[src/rtl/freq_meas_pkg.sv]
// Shared definitions for the divider/meter family: measurement FSM states
// and the default counter width.
package freq_meas_pkg;

    localparam int unsigned CNT_W_DEFAULT = 16;

    typedef enum logic [1:0] {
        ST_IDLE    = 2'd0,
        ST_MEASURE = 2'd1,
        ST_TIMEOUT = 2'd2
    } meas_state_e;

endpackage : freq_meas_pkg

[src/rtl/sync_edge_det.sv]
// Multi-flop synchronizer for an asynchronous level, with rise/fall
// detection on the synchronized copy.
module sync_edge_det #(
    parameter int unsigned SYNC_STAGES = 2  // must be at least 2
) (
    input  logic clk,
    input  logic rst,
    input  logic sig_in,
    output logic s,
    output logic rise,
    output logic fall
);

    logic [SYNC_STAGES-1:0] sync_q;
    logic                   s_d_q;

    // Shift the raw input through the synchronizer chain and keep a delayed copy.
    always_ff @(posedge clk) begin
        // NOTE: non-blocking assignments so every flop samples the pre-edge value.
        if (rst) begin
            sync_q <= '0;
            s_d_q  <= 1'b0;
        end else begin
            sync_q <= {sync_q[SYNC_STAGES-2:0], sig_in};
            s_d_q  <= sync_q[SYNC_STAGES-1];
        end
    end

    assign s    = sync_q[SYNC_STAGES-1];
    assign rise = s & ~s_d_q;
    assign fall = ~s & s_d_q;

endmodule : sync_edge_det

[src/rtl/freq_period_meter.sv]
// Measures period and high time of a slow periodic level in clk cycles,
// publishing one result per input period with a single-cycle strobe and
// flagging inputs that stop toggling.
module freq_period_meter
    import freq_meas_pkg::*;
#(
    parameter int unsigned CNT_W       = CNT_W_DEFAULT,
    parameter int unsigned SYNC_STAGES = 2
) (
    input  logic             clk,
    input  logic             rst,
    input  logic             en,
    input  logic             sig_in,
    output logic [CNT_W-1:0] period,
    output logic [CNT_W-1:0] high_time,
    output logic             period_valid,
    output logic             timeout
);

    localparam logic [CNT_W-1:0] CNT_MAX = '1;
    localparam logic [CNT_W-1:0] CNT_ONE = CNT_W'(1);

    logic             rise;
    logic             fall;
    logic [CNT_W-1:0] cnt_q;
    logic [CNT_W-1:0] cnt_d;
    logic [CNT_W-1:0] hi_lat_q;
    logic [CNT_W-1:0] period_q;
    logic [CNT_W-1:0] high_time_q;
    logic             period_valid_q;
    logic             timeout_q;
    meas_state_e      state_q;

    // The synchronized level itself is not needed here, only its edges.
    sync_edge_det #(
        .SYNC_STAGES (SYNC_STAGES)
    ) u_sync_edge_det (
        .clk    (clk),
        .rst    (rst),
        .sig_in (sig_in),
        .s      (),
        .rise   (rise),
        .fall   (fall)
    );

    // Next counter value: restart on a rising edge, otherwise saturating increment.
    always_comb begin
        // NOTE: default assignment first so no path leaves cnt_d unassigned (no latch).
        cnt_d = cnt_q + CNT_ONE;
        if (rise) begin
            cnt_d = CNT_ONE;
        end else if (cnt_q == CNT_MAX) begin
            cnt_d = cnt_q;
        end
    end

    // Cycle counter since the last rising edge; runs regardless of en.
    always_ff @(posedge clk) begin
        if (rst) begin
            cnt_q <= '0;
        end else begin
            cnt_q <= cnt_d;
        end
    end

    // Capture the elapsed count at the falling edge as the high time.
    always_ff @(posedge clk) begin
        if (rst) begin
            hi_lat_q <= '0;
        end else if (fall) begin
            hi_lat_q <= cnt_q;
        end
    end

    // Measurement FSM with registered result, strobe and timeout flag.
    always_ff @(posedge clk) begin
        if (rst) begin
            state_q        <= ST_IDLE;
            period_q       <= '0;
            high_time_q    <= '0;
            period_valid_q <= 1'b0;
            timeout_q      <= 1'b0;
        end else begin
            period_valid_q <= 1'b0;
            if (!en) begin
                state_q   <= ST_IDLE;
                timeout_q <= 1'b0;
            end else begin
                unique case (state_q)
                    ST_IDLE: begin
                        if (rise) begin
                            state_q <= ST_MEASURE;
                        end
                    end
                    ST_MEASURE: begin
                        // A rise coinciding with saturation is still a valid period.
                        if (rise) begin
                            period_q       <= cnt_q;
                            high_time_q    <= hi_lat_q;
                            period_valid_q <= 1'b1;
                        end else if (cnt_q == CNT_MAX) begin
                            state_q   <= ST_TIMEOUT;
                            timeout_q <= 1'b1;
                        end
                    end
                    ST_TIMEOUT: begin
                        // The interval ending here is unknown, so re-arm silently.
                        if (rise) begin
                            state_q   <= ST_MEASURE;
                            timeout_q <= 1'b0;
                        end
                    end
                    default: begin
                        state_q   <= ST_IDLE;
                        timeout_q <= 1'b0;
                    end
                endcase
            end
        end
    end

    assign period       = period_q;
    assign high_time    = high_time_q;
    assign period_valid = period_valid_q;
    assign timeout      = timeout_q;

endmodule : freq_period_meter
[config.mk]
export PLATFORM = sky130hd
export DESIGN_NAME = freq_period_meter
export DESIGN_NICKNAME = d
export VERILOG_FILES = /design/src/rtl/freq_meas_pkg.sv /design/src/rtl/sync_edge_det.sv /design/src/rtl/freq_period_meter.sv
export SDC_FILE = /design/constraint.sdc
export NUM_CORES = 1
export LEC_CHECK = 0
export ABC_AREA = 1
export ABC_CLOCK_PERIOD_IN_PS = 1500
export BUFFER_PORTS_ARGS = -buffer_cell sky130_fd_sc_hd__buf_2
export CORE_MARGIN = 5
export CORE_UTILIZATION = 45
export CTS_CLUSTER_DIAMETER = 40
export DETAILED_ROUTE_END_ITERATION = 7
export PLACE_DENSITY = 0.71
export SYNTH_ARGS = -nofsm -noshare
export SYNTH_HDL_FRONTEND = slang
export SYNTH_SLANG_ARGS = --single-unit
export TNS_END_PERCENT = 20
[constraint.sdc]
create_clock -name clk -period 1.5 [get_ports clk]
set_clock_uncertainty 0.05 [all_clocks]
set_input_delay 0.225 -clock clk [delete_from_list [all_inputs] [get_ports clk]]
set_output_delay 0.225 -clock clk [all_outputs]
set_load 0.005 [all_outputs]
==> impl_metrics.csv <==
group,metric,value,unit
global_route,grt_pass1_wl,10100,um
setup_path,reg2reg_from,"cnt_q[1]",
place,dpl.hpwl,4250,um
global_route,grt-ovfl-total,0,
synth,postSynthNetCount,375,
floorplanning,io_pins,38,
global_route,use_met3,0.0356,
cells_and_area,fill_cells,604,
power,clkPwrFrac,0.387,
synth,seq_area_frac_synth,0.498,
global_route,grt_usage,0.166,
clock_network,cts_tree,"done",
cells_and_area,diodes,0,
floorplanning,initial_utilization,0.455,
cells_and_area,drive_gt1_frac,0.232,
worst_hold_path,hold_class,"input port to register",
clock_network,clock_latency,340,ps
place,dp_cells,481,
timing,timing_max_transition_violations_final,0,
power,p_per_area,1000,nW/um^2
cells_and_area,area_growth,17.6,%
global_route,gr-usage-met1,0.220,
synth,yosysWarnings,0,
setup_path,worstSetupEndpointType,"register",
cells_and_area,finalNonFillerCells,496,
global_route,busiest_layer,"met2",
timing,finalHoldViolCount,0,
place,place.gp.congestion,0.894,
clock_network,cts_htree_levels,3,
timing,setup_viol,0,
floorplanning,num_rows,29,
setup_path,start_kind,"register",
timing,timing.final.ws_setup,110,ps
floorplanning,die_h,89.7,um
setup_path,reg2reg_depth,8,
drt,postRouteAntennaNets,0,
worst_hold_path,holdCritStartpoint,"sig_in",
drt,vias,2397,
place,io_buffers,37,
cells_and_area,final_cell_area,3360,um^2
setup_path,setup.worst_path.start,"cnt_q[1]",
timing,setup_tns,0,ps
setup_path,slowest_delay,330,ps
drt,drtIter0Drc,167,
drt,wl_per_cell,12.2,um
worst_hold_path,holdPathEnd,"u_sync_edge_det.sync_q[0]",
drt,drt-total-wl,6040,um
setup_path,worst-path-max-fanout,12,
worst_hold_path,whs_path_depth,3,
power,p_int,2.59,mW
synth,synth_seq_cells,71,
floorplanning,dieArea,8040,um^2
global_route,met2_usage,0.261,
clock_network,clkSinkCount,71,
power,p_total,3.37,mW
synth,yosys_most_used_dff,"dfxtp_1",
power,seq_power_share,0.571,
floorplanning,dieWidth,89.7,um
drt,drc,0,
flow_run,drv_cap,0,
clock_network,cts_buffer_depth,2,
setup_path,crit_slowest_cell,"dfxtp_1",
global_route,grt_max_degree,49,
cells_and_area,layout.nets,420,
timing,worst_pin_slew,298,ps
setup_path,worstSetupPathType,"register to register",
place,pre_cts_slack,36.3,ps
synth,ys_async_sr_fraction,0,
synth,syn_area,2860,um^2
synth,synth.avg_cell_area,7.72,um^2
power,sw_frac_of_total,0.231,
setup_path,required,1680,ps
drt,dr.pass1.iters,4,
clock_network,cts.reportedPaths.clkPinSlew,70,ps
setup_path,arrival,1570,ps
setup_path,reg2reg_slack,110,ps
global_route,antenna_found_initial,0,
drt,viasPerCell,4.83,
global_route,grt_pass1_vias,2171,
setup_path,path_cells,"ha_2 -> inv_1 -> nor2_4 -> nand2_4 -> inv_4 -> nand2_4 -> o21ai_1 -> a21oi_1",
status,status,"completed",
clock_network,cts_buffers,9,
setup_path,timing.rr.end,"state_q[0]",
clock_network,root_buffer,"clkbuf_8",
power,p_switching,0.780,mW
timing,relSlewSlack,0.800,
power,peakVddDrop,709,uV
setup_path,path_buf_inv,2,
synth,netlist-cell-type-count,30,
timing,fin_crit_sh,0.926,
setup_path,critPathTopFamily,"simple AND/OR/NAND/NOR gates",
power,power_leakage,1.56,nW
synth,synth_cells,370,
setup_path,crit_top_cell,"nand2_4",
synth,synth_edf_count,0,
place,placed_cell_area,3180,um^2
timing,fin_crit,1390,ps
floorplanning,core_area,6280,um^2
timing,fmax,720,MHz
power,combPwrFrac,0.042,
clock_network,cts_setup_buffers,0,
-- worst max path at each step --
stage                 endpoint  slack, ps  depth (start not counted)
floorplan             cnt_q[3]         60                          9
finish              state_q[0]        110                          8
CTS                    timeout         30                          6
detailed placement  state_q[0]         40                          7
global placement     cnt_q[15]         80                          8
global route          cnt_q[4]        -10                          7
-- kinds of logic after synthesis --
family / after synthesis / synth area share
xor gates and xnor gates: 2 / 0.00614
and+or+nand+nor: 169 / 0.271
buffers and inverters: 46 / 0.0741
DFF: 71 / 0.498
AOI/OAI and AO/OA: 81 / 0.146
adders and majority gates: 1 / 0.00438
-- synthesized netlist by cell type, types with 3 or more instances --
cell type	number	area share
nand2_1	40	0.053
a21oi_1	21	0.037
buf_4	3	0.0079
o21ai_0	57	0.10
inv_1	24	0.032
nand3_1	10	0.018
nand2_4	4	0.016
nor2_1	97	0.13
nor2_4	4	0.016
clkbuf_1	8	0.011
or2_2	3	0.0066
inv_2	3	0.0039
dfxtp_1	71	0.50
nor2_2	3	0.0066
-- flip-flops by register name, indices dropped and copies added, names as in the netlist --
signal and cells:
cnt_q 16, hi_lat_q 16, high_time 16, period 16
state_q 2, u_sync_edge_det.sync_q 2, period_valid 1, timeout 1
u_sync_edge_det.s_d_q 1
-- power groups by stage --
stage | logic [mW] | clock network, mW | registers [mW]
finish | 0.141 | 1.30 | 1.93
global route | 0.165 | 1.41 | 1.93
floorplan | 0.0898 | 0 | 1.97
global placement | 0.139 | 0 | 1.97
CTS | 0.140 | 1.33 | 1.93
detailed placement | 0.139 | 0 | 1.97
-- what timing repair did --
| action | CTS | global route |
|---|---|---|
| endpoints found under the setup margin | 0 | 9 |
| resized for setup | 0 | 10 |
| hold buffers | 0 | 0 |
-- placed cells by master, fill, tap and decap left out, types with 2 or more instances in the layout --
master	netlist	final
a21oi_1	21	21
buf_12	0	3
buf_2	1	37
buf_4	3	9
clkbuf_8	0	10
clkinv_2	0	3
dfxtp_1	71	66
dfxtp_2	0	5
inv_1	24	24
inv_2	3	3
inv_4	2	2
nand2_1	40	40
nand2_2	2	2
nand2_4	4	4
nand3_1	10	10
nand3_2	2	2
nor2_1	97	97
nor2_2	3	2
nor2_4	4	5
o21ai_0	57	54
o21ai_1	0	3
or2_1	2	2
or2_2	3	3
xnor2_1	2	2
-- per-stage QoR --
step,hold WS (ps),util
2_1_floorplan,282,-
3_3_place_gp,342,0.506
3_5_place_dp,350,0.506
4_1_cts,23.9,0.533
5_1_grt,52.7,0.535
6_report,38.7,0.535
-- metal layers --
layer	part of all wire	wire [um]
met5	0	0
met4	0.015	93
met3	0.060	364
met2	0.45	2710
met1	0.48	2870
-- area by class of cell --
cell class,instances,area [um^2],share of cell area
inverters,31,126,0.0376
well taps,77,96.3,0.0287
clock buffers,11,141,0.0421
repair buffers,49,313,0.0932
clock inverters,4,22.5,0.00671
multi-input cells,253,1230,0.366
flip-flops and latches,71,1430,0.425
-- worst register-to-register path: cells and delay by family, from the launching register on --
kind	cells	cell delay [ps]
and+or+nand+nor	3	350
buffers and inverters	2	150
AOI/OAI and AO/OA	2	220
DFF	1	330
adders and majority gates	1	180
Power figures use the tool's default switching activity.
